## src/rtl/read_bus_arbiter_pkg.sv

```systemverilog
// Shared tag encoding for the read arbiter and its in-order response tag FIFO.
package read_bus_arbiter_pkg;

  localparam int ARB_TAG_WIDTH = 1;

  typedef logic [ARB_TAG_WIDTH-1:0] arb_tag_t;

  localparam arb_tag_t ARB_TAG_INST = 1'b0;
  localparam arb_tag_t ARB_TAG_DATA = 1'b1;

  function automatic arb_tag_t arb_other_tag(input arb_tag_t tag);
    return (tag == ARB_TAG_INST) ? ARB_TAG_DATA : ARB_TAG_INST;
  endfunction

endpackage

```

## src/rtl/read_bus_arbiter_if.sv

```systemverilog
// Read-bus bundle: instruction and data read channels on the core side, one read port on the memory side.
interface read_bus_arbiter_if #(
  parameter int ADDR_W = 32,
  parameter int DATA_W = 32
);

  logic              ir_addr_valid;
  logic              ir_addr_ready;
  logic [ADDR_W-1:0] ir_addr;
  logic              ir_data_valid;
  logic              ir_data_ready;
  logic [DATA_W-1:0] ir_data;

  logic              dr_addr_valid;
  logic              dr_addr_ready;
  logic [ADDR_W-1:0] dr_addr;
  logic              dr_data_valid;
  logic              dr_data_ready;
  logic [DATA_W-1:0] dr_data;

  logic              mr_addr_valid;
  logic              mr_addr_ready;
  logic [ADDR_W-1:0] mr_addr;
  logic              mr_data_valid;
  logic              mr_data_ready;
  logic [DATA_W-1:0] mr_data;

  // Arbiter side.
  modport slave (
    input  ir_addr_valid, ir_addr, ir_data_ready,
    input  dr_addr_valid, dr_addr, dr_data_ready,
    input  mr_addr_ready, mr_data_valid, mr_data,
    output ir_addr_ready, ir_data_valid, ir_data,
    output dr_addr_ready, dr_data_valid, dr_data,
    output mr_addr_valid, mr_addr, mr_data_ready
  );

  // Core + memory side.
  modport master (
    output ir_addr_valid, ir_addr, ir_data_ready,
    output dr_addr_valid, dr_addr, dr_data_ready,
    output mr_addr_ready, mr_data_valid, mr_data,
    input  ir_addr_ready, ir_data_valid, ir_data,
    input  dr_addr_ready, dr_data_valid, dr_data,
    input  mr_addr_valid, mr_addr, mr_data_ready
  );

endinterface

```

## src/rtl/read_bus_arbiter_arb_tag_fifo.sv

```systemverilog
// In-order tag FIFO remembering which requester owns each issued read.
// Registered head/full/empty/count; push ignored when full, pop ignored when empty.
module arb_tag_fifo #(
  parameter int DEPTH = 4,
  parameter int WIDTH = 1
) (
  input  logic                         clk,
  input  logic                         rst_n,
  input  logic                         i_push,
  input  logic [WIDTH-1:0]             i_push_dat,
  input  logic                         i_pop,
  output logic                         o_full,
  output logic                         o_empty,
  output logic [WIDTH-1:0]             o_head,
  output logic [$clog2(DEPTH+1)-1:0]   o_count
);

  localparam int PTR_W = $clog2(DEPTH);
  localparam int CNT_W = $clog2(DEPTH + 1);

  logic [WIDTH-1:0] r_mem [DEPTH];
  logic [PTR_W-1:0] r_wptr;
  logic [PTR_W-1:0] r_rptr;
  logic [CNT_W-1:0] r_count;
  logic             w_push_ok;
  logic             w_pop_ok;

  assign o_full    = (r_count == CNT_W'(DEPTH));
  assign o_empty   = (r_count == '0);
  assign o_head    = r_mem[r_rptr];
  assign o_count   = r_count;
  assign w_push_ok = i_push && !o_full;
  assign w_pop_ok  = i_pop && !o_empty;

  // DEPTH is a power of two, so the pointers wrap on their own.
  always_ff @(posedge clk or negedge rst_n) begin
    if (!rst_n) begin
      r_wptr  <= '0;
      r_rptr  <= '0;
      r_count <= '0;
      for (int i = 0; i < DEPTH; i++) r_mem[i] <= '0;
    end else begin
      if (w_push_ok) begin
        r_mem[r_wptr] <= i_push_dat;
        r_wptr        <= r_wptr + PTR_W'(1);
      end
      if (w_pop_ok) r_rptr <= r_rptr + PTR_W'(1);
      case ({w_push_ok, w_pop_ok})
        2'b10:   r_count <= r_count + CNT_W'(1);
        2'b01:   r_count <= r_count - CNT_W'(1);
        default: r_count <= r_count;
      endcase
    end
  end

endmodule

```

## src/rtl/read_bus_arbiter.sv

```systemverilog
// Round-robin arbiter sharing one memory read port between instruction and data reads.
// Address grant is locked until handshake; responses route back in issue order via a tag FIFO.
module read_bus_arbiter
  import read_bus_arbiter_pkg::*;
#(
  parameter int addr_width      = 32,
  parameter int data_width      = 32,
  parameter int max_outstanding = 4
) (
  input  logic                                   clock,
  input  logic                                   reset,
  read_bus_arbiter_if.slave                      bus,
  output logic [$clog2(max_outstanding+1)-1:0]   outstanding,
  output logic                                   protocol_error
);

  localparam logic [0:0] ST_IDLE   = 1'b0;
  localparam logic [0:0] ST_LOCKED = 1'b1;

  logic            r_en;
  logic [0:0]      r_state;
  arb_tag_t        r_grant;
  arb_tag_t        r_rr;
  logic            r_perr;

  arb_tag_t        w_win;
  logic            w_addr_vld;
  logic            w_push;
  logic            w_pop;
  logic            w_full;
  logic            w_empty;
  arb_tag_t        w_head;
  logic            w_dat_rdy;
  logic [addr_width-1:0] w_mr_addr;
  logic [data_width-1:0] w_rd_data;

  // Outputs stay quiet for one full cycle after reset release.
  always_ff @(posedge clock or negedge reset) begin
    if (!reset) r_en <= 1'b0;
    else        r_en <= 1'b1;
  end

  always_comb begin
    w_win      = r_grant;
    w_addr_vld = 1'b0;
    if (r_state == ST_LOCKED) begin
      w_addr_vld = r_en;
    end else if (r_en && !w_full && (bus.ir_addr_valid || bus.dr_addr_valid)) begin
      w_addr_vld = 1'b1;
      if (bus.ir_addr_valid && bus.dr_addr_valid) w_win = r_rr;
      else w_win = bus.dr_addr_valid ? ARB_TAG_DATA : ARB_TAG_INST;
    end
  end

  assign w_push            = w_addr_vld && bus.mr_addr_ready;
  assign w_mr_addr         = (w_win == ARB_TAG_DATA) ? bus.dr_addr : bus.ir_addr;
  assign bus.mr_addr_valid = w_addr_vld;
  assign bus.mr_addr       = w_mr_addr;
  assign bus.ir_addr_ready = w_push && (w_win == ARB_TAG_INST);
  assign bus.dr_addr_ready = w_push && (w_win == ARB_TAG_DATA);

  always_ff @(posedge clock or negedge reset) begin
    if (!reset) begin
      r_state <= ST_IDLE;
      r_grant <= ARB_TAG_INST;
      r_rr    <= ARB_TAG_INST;
    end else if (w_push) begin
      r_state <= ST_IDLE;
      r_rr    <= arb_other_tag(w_win);
    end else if (r_state == ST_IDLE && w_addr_vld) begin
      r_state <= ST_LOCKED;
      r_grant <= w_win;
    end
  end

  // With no read outstanding, stray data is drained and flagged.
  assign w_dat_rdy = w_empty ? 1'b1 :
                     (w_head == ARB_TAG_INST) ? bus.ir_data_ready : bus.dr_data_ready;
  assign w_rd_data          = bus.mr_data;
  assign bus.mr_data_ready  = r_en && w_dat_rdy;
  assign bus.ir_data_valid  = r_en && !w_empty && (w_head == ARB_TAG_INST) && bus.mr_data_valid;
  assign bus.dr_data_valid  = r_en && !w_empty && (w_head == ARB_TAG_DATA) && bus.mr_data_valid;
  assign bus.ir_data        = w_rd_data;
  assign bus.dr_data        = w_rd_data;
  assign w_pop              = bus.mr_data_valid && bus.mr_data_ready && !w_empty;

  always_ff @(posedge clock or negedge reset) begin
    if (!reset) r_perr <= 1'b0;
    else if (bus.mr_data_valid && bus.mr_data_ready && w_empty) r_perr <= 1'b1;
  end

  assign protocol_error = r_perr;

  arb_tag_fifo #(
    .DEPTH (max_outstanding),
    .WIDTH (ARB_TAG_WIDTH)
  ) u_tag_fifo (
    .clk        (clock),
    .rst_n      (reset),
    .i_push     (w_push),
    .i_push_dat (w_win),
    .i_pop      (w_pop),
    .o_full     (w_full),
    .o_empty    (w_empty),
    .o_head     (w_head),
    .o_count    (outstanding)
  );

endmodule
```

## src/flat_wrapper.sv

```systemverilog
// flat-port wrapper written by rule: the top's interface ports become plain ports
module read_bus_arbiter_flat import read_bus_arbiter_pkg::*;
#(
  parameter int addr_width      = 32,
  parameter int data_width      = 32,
  parameter int max_outstanding = 4
)
  (clock, reset, outstanding, protocol_error, bus_ir_addr_valid, bus_ir_addr, bus_ir_data_ready, bus_dr_addr_valid, bus_dr_addr, bus_dr_data_ready, bus_mr_addr_ready, bus_mr_data_valid, bus_mr_data, bus_ir_addr_ready, bus_ir_data_valid, bus_ir_data, bus_dr_addr_ready, bus_dr_data_valid, bus_dr_data, bus_mr_addr_valid, bus_mr_addr, bus_mr_data_ready);
  read_bus_arbiter_if bus_i ();
  input  logic clock;
  input  logic reset;
  output logic [$clog2(max_outstanding+1)-1:0] outstanding;
  output logic protocol_error;
  input wire logic [$bits(bus_i.ir_addr_valid)-1:0] bus_ir_addr_valid;
  input wire logic [$bits(bus_i.ir_addr)-1:0] bus_ir_addr;
  input wire logic [$bits(bus_i.ir_data_ready)-1:0] bus_ir_data_ready;
  input wire logic [$bits(bus_i.dr_addr_valid)-1:0] bus_dr_addr_valid;
  input wire logic [$bits(bus_i.dr_addr)-1:0] bus_dr_addr;
  input wire logic [$bits(bus_i.dr_data_ready)-1:0] bus_dr_data_ready;
  input wire logic [$bits(bus_i.mr_addr_ready)-1:0] bus_mr_addr_ready;
  input wire logic [$bits(bus_i.mr_data_valid)-1:0] bus_mr_data_valid;
  input wire logic [$bits(bus_i.mr_data)-1:0] bus_mr_data;
  output wire logic [$bits(bus_i.ir_addr_ready)-1:0] bus_ir_addr_ready;
  output wire logic [$bits(bus_i.ir_data_valid)-1:0] bus_ir_data_valid;
  output wire logic [$bits(bus_i.ir_data)-1:0] bus_ir_data;
  output wire logic [$bits(bus_i.dr_addr_ready)-1:0] bus_dr_addr_ready;
  output wire logic [$bits(bus_i.dr_data_valid)-1:0] bus_dr_data_valid;
  output wire logic [$bits(bus_i.dr_data)-1:0] bus_dr_data;
  output wire logic [$bits(bus_i.mr_addr_valid)-1:0] bus_mr_addr_valid;
  output wire logic [$bits(bus_i.mr_addr)-1:0] bus_mr_addr;
  output wire logic [$bits(bus_i.mr_data_ready)-1:0] bus_mr_data_ready;
  assign bus_i.ir_addr_valid = bus_ir_addr_valid;
  assign bus_i.ir_addr = bus_ir_addr;
  assign bus_i.ir_data_ready = bus_ir_data_ready;
  assign bus_i.dr_addr_valid = bus_dr_addr_valid;
  assign bus_i.dr_addr = bus_dr_addr;
  assign bus_i.dr_data_ready = bus_dr_data_ready;
  assign bus_i.mr_addr_ready = bus_mr_addr_ready;
  assign bus_i.mr_data_valid = bus_mr_data_valid;
  assign bus_i.mr_data = bus_mr_data;
  assign bus_ir_addr_ready = bus_i.ir_addr_ready;
  assign bus_ir_data_valid = bus_i.ir_data_valid;
  assign bus_ir_data = bus_i.ir_data;
  assign bus_dr_addr_ready = bus_i.dr_addr_ready;
  assign bus_dr_data_valid = bus_i.dr_data_valid;
  assign bus_dr_data = bus_i.dr_data;
  assign bus_mr_addr_valid = bus_i.mr_addr_valid;
  assign bus_mr_addr = bus_i.mr_addr;
  assign bus_mr_data_ready = bus_i.mr_data_ready;
  read_bus_arbiter #(.addr_width(addr_width), .data_width(data_width), .max_outstanding(max_outstanding)) u_core (.clock(clock), .reset(reset), .bus(bus_i), .outstanding(outstanding), .protocol_error(protocol_error));
endmodule
```

## config.mk

```make
export PLATFORM = sky130hd
export DESIGN_NAME = read_bus_arbiter_flat
export DESIGN_NICKNAME = d
export VERILOG_FILES = /design/src/rtl/read_bus_arbiter_pkg.sv /design/src/rtl/read_bus_arbiter_if.sv /design/src/rtl/read_bus_arbiter_arb_tag_fifo.sv /design/src/rtl/read_bus_arbiter.sv /design/src/flat_wrapper.sv
export SDC_FILE = /design/constraint.sdc
export NUM_CORES = 1
export LEC_CHECK = 0
export BUFFER_PORTS_ARGS = -buffer_cell sky130_fd_sc_hd__buf_4
export CELL_PAD_IN_SITES_DETAIL_PLACEMENT = 0
export CELL_PAD_IN_SITES_GLOBAL_PLACEMENT = 1
export CORE_ASPECT_RATIO = 1.2
export CORE_MARGIN = 1
export CORE_UTILIZATION = 23
export CTS_CLUSTER_DIAMETER = 120
export CTS_CLUSTER_SIZE = 8
export DETAILED_ROUTE_END_ITERATION = 8
export PLACE_DENSITY = 0.83
export SLEW_MARGIN = 10
export SYNTH_ARGS = -nofsm -noshare
export SYNTH_HDL_FRONTEND = slang
export SYNTH_SLANG_ARGS = --single-unit
export TNS_END_PERCENT = 50
```

## constraint.sdc

```tcl
create_clock -name clock -period 3.9 [get_ports clock]
set_input_delay 0.195 -clock clock [delete_from_list [all_inputs] [get_ports clock]]
set_output_delay 0.195 -clock clock [all_outputs]
set_load 0.05 [all_outputs]
```

==> impl_metrics.json <==
{
  "die_area_um2": 8020,
  "cp_cell_sequence": "nor3b_2 -> nor3_2 -> mux2i_4 -> buf_4 -> mux2_2 -> buf_4",
  "num_rows": 34,
  "pre_cts_slack_ns": 1.323,
  "htreeDepth": 1,
  "synth_edf_count": 0,
  "clk_path_buf_depth": 2,
  "cpPeakStageDelay_ns": 0.44,
  "status": "completed",
  "clock.fmax_ghz": 0.3692,
  "p_comb_share_pct": 74.3,
  "synth_warnings": 0,
  "clock-sinks": 16,
  "ir_drop_v": 0.0004308,
  "synth.area.top_cells": "buf_4 (28%), dfrtp_1 (23%), mux2_2 (20%), mux2i_1 (4.5%), ha_1 (3.5%)",
  "dr.pass1.iters": 4,
  "postCtsSetupBuffers": 0,
  "path_delay_family": "multiplexers",
  "leakage_nw": 1.123,
  "yosys.area_share.adder_pct": 4.684,
  "synth_top_family_by_area": "buffers and inverters",
  "power_mw": 1.777,
  "grt_pass1_vias": 1459,
  "dieHeight_um": 97.91,
  "cts_inserted_buffers": 3,
  "drtIter0Drc": 30,
  "syn_area_um2": 1763,
  "portBuffers": 113,
  "path_clk_slew_ns": 0.06,
  "swShare_pct": 53.45,
  "io_pins": 210,
  "yosysSeqAreaShare_pct": 22.71,
  "sequentialPowerShare_pct": 17.4,
  "core_um2": 7317,
  "maxCapViolations": 0,
  "antenna_left": 0,
  "power_frac_clock_pct": 8.3,
  "final_net_count": 343,
  "start_util_pct": 24.09,
  "ctsResizeCount": 0,
  "overflow": 0,
  "worst_path_most_repeated_cell": "buf_4",
  "cts_hold_buf": 1,
  "track_usage_pct": 12.07,
  "place_hpwl_mm": 4.335,
  "synth_cell_types": 31,
  "synth_cells": 182,
  "vias": 1401,
  "setup.worst_path.class": "flop to output pin",
  "fin_skew_ns": 0.001481,
  "fin_ws_ns": 1.192,
  "die_x_um": 81.92,
  "rsz0062_at_grt": "no",
  "grt_pass1_wl_mm": 7.217,
  "avgSynthCellArea_um2": 9.686,
  "intPower_mw": 0.8271,
  "synth_xor_area_share_pct": 2.484,
  "crit_slowest_cell": "mux2_2",
  "final_common_cell": "buf_4",
  "tightest_slew_ns": 1.193,
  "antenna_found_initial": 0,
  "ys.flop_type": "dfrtp_1",
  "viasPerCell": 4.351,
  "layout-drive-gt1-share_pct": 67.24,
  "synth_compound_area_share_pct": 5.962,
  "fin_crit_ns": 2.708,
  "gp_congestion": 0.7709,
  "crit_path_end_kind": "output pin",
  "synth_area_leader_cell": "buf_4",
  "wire_per_inst_um": 15.63,
  "critPathRequiredTime_ns": 3.70,
  "timing.hold.ws_ns": 0.1288,
  "slew_violations": 0,
  "syn_to_final_growth_pct": 29.74,
  "synth_nets": 292,
  "antennaDiodeCount": 0,
  "synthSimpleGateAreaFrac_pct": 5.962,
  "cts_root_buf": "clkbuf_8",
  "drc": 0,
  "cp_max_fo": 39,
  "start_kind": "flop",
  "synthMuxAreaShare_pct": 26.90,
  "hold_path_class": "primary input to flop",
  "clkLatencyLatePin_ns": 0.25,
  "cts_tree": "yes",
  "ys_async_sr_fraction_pct": 100.0,
  "timing_hold_violations_final": 0,
  "p_per_area_nw_per_um2": 776.9,
  "grt_start_max_net_pins": 40,
  "finalCritPeriodShare_pct": 69.44,
  "synth.top_cell.area_share_pct": 28.11,
  "p_sw_mw": 0.9497,
  "cp.arrival_ns": 2.51,
  "setup_tns_ns": 0,
  "slew_headroom_pct": 19.89,
  "wl_mm": 5.034,
  "critPathBufInv": 2,
  "ys_ff_latch": 16,
  "final_cell_mix": "buf_4 (114), mux2_2 (31), dfrtp_1 (16)",
  "setup_violations": 0
}
final timing paths:
check	startpoint	endpoint	slack (ns)	cells past startpoint
worst max-delay path	u_core.u_tag_fifo.o_count[2]$_DFFE_PN0P_	bus_mr_addr[0]	1.19	6
worst min-delay path	bus_mr_addr_ready	u_core.r_state$_DFFE_PN0P_	0.13	2
worst max register to register	u_core.r_en$_DFF_PN0_	u_core.u_tag_fifo.o_count[2]$_DFFE_PN0P_	1.25	9
worst min register to register	u_core.u_tag_fifo.o_count[2]$_DFFE_PN0P_	u_core.u_tag_fifo.o_count[2]$_DFFE_PN0P_	0.50	1
max in group asynchronous	reset	u_core.u_tag_fifo.o_count[0]$_DFFE_PN0P_	3.38	2
min in group asynchronous	reset	u_core.u_tag_fifo.r_rptr[0]$_DFFE_PN0P_	0.34	2
cells in the mapped netlist (2+ instances only):
cell type	count
a21boi_0	2
nand2_1	4
dfrtp_1	16
inv_1	7
o21ai_0	2
buf_6	2
nor2_1	4
nor2b_1	2
mux2i_1	8
ha_1	5
mux2_4	3
a31oi_1	4
a21oi_1	5
xnor2_1	2
xor2_1	3
buf_4	66
mux2_2	31
nor3_1	3
per-layer routing:
layer	GRT usage [%]	up-vias	wire length, um
li1	-	643	-
met1	10.86	637	1521
met2	22.76	102	2738
met3	4.953	19	661
met4	4.993	0	113
met5	0	-	0
worst register-to-register path, cell delays in order, from the launching register on:
cell and delay, ns:
dfrtp_1 0.46, nand2_1 0.14, nor3_1 0.96, inv_1 0.12
ha_1 0.27, inv_1 0.07, fa_1 0.17, xor2_1 0.15
nor2_1 0.06, xor2_1 0.13
power by group through the flow:
stage / combinational [mW] / sequential (mW) / clock, mW
3_5_place_dp: 1.33 / 0.314 / 0
3_3_place_gp: 1.32 / 0.308 / 0
2_1_floorplan: 1.09 / 0.369 / 0
5_1_grt: 1.39 / 0.323 / 0.159
4_1_cts: 1.34 / 0.311 / 0.155
6_report: 1.32 / 0.310 / 0.148
cell families after synthesis:
group                    after synthesis
AND/OR/NAND/NOR                       19
adder cells (fa/ha/maj)                6
AO/OA/AOI/OAI                         17
XOR/XNOR                               5
buffers and inverters                 76
flip-flops                            16
other                                  1
multiplexers                          42
sequential cells by signal (all words and copies together) (netlist names):
name,count
u_core.u_tag_fifo.r_rptr,2
u_core.protocol_error,1
u_core.u_tag_fifo.r_mem,4
u_core.r_state,1
u_core.u_tag_fifo.r_wptr,2
u_core.r_grant,1
u_core.r_rr,1
u_core.r_en,1
u_core.u_tag_fifo.o_count,3
stage by stage:
stage	cell area [um^2]	utilization (%)	instances
floorplan	1763	-	182
global placement	2222	30.37	317
detailed placement	2222	30.37	317
CTS	2287	31.26	322
global route	2287	31.26	322
finish	2287	31.26	322
cell type report:
cell class	instances	area (um^2)
clock buffers	4	55.05
fillers	766	5030
inverters	7	26.28
flip-flops and latches	16	400.4
well taps	90	112.6
repair buffers	115	865.8
multi-input cells	90	827.0
Note: power is estimated with default switching activity, not from simulation.
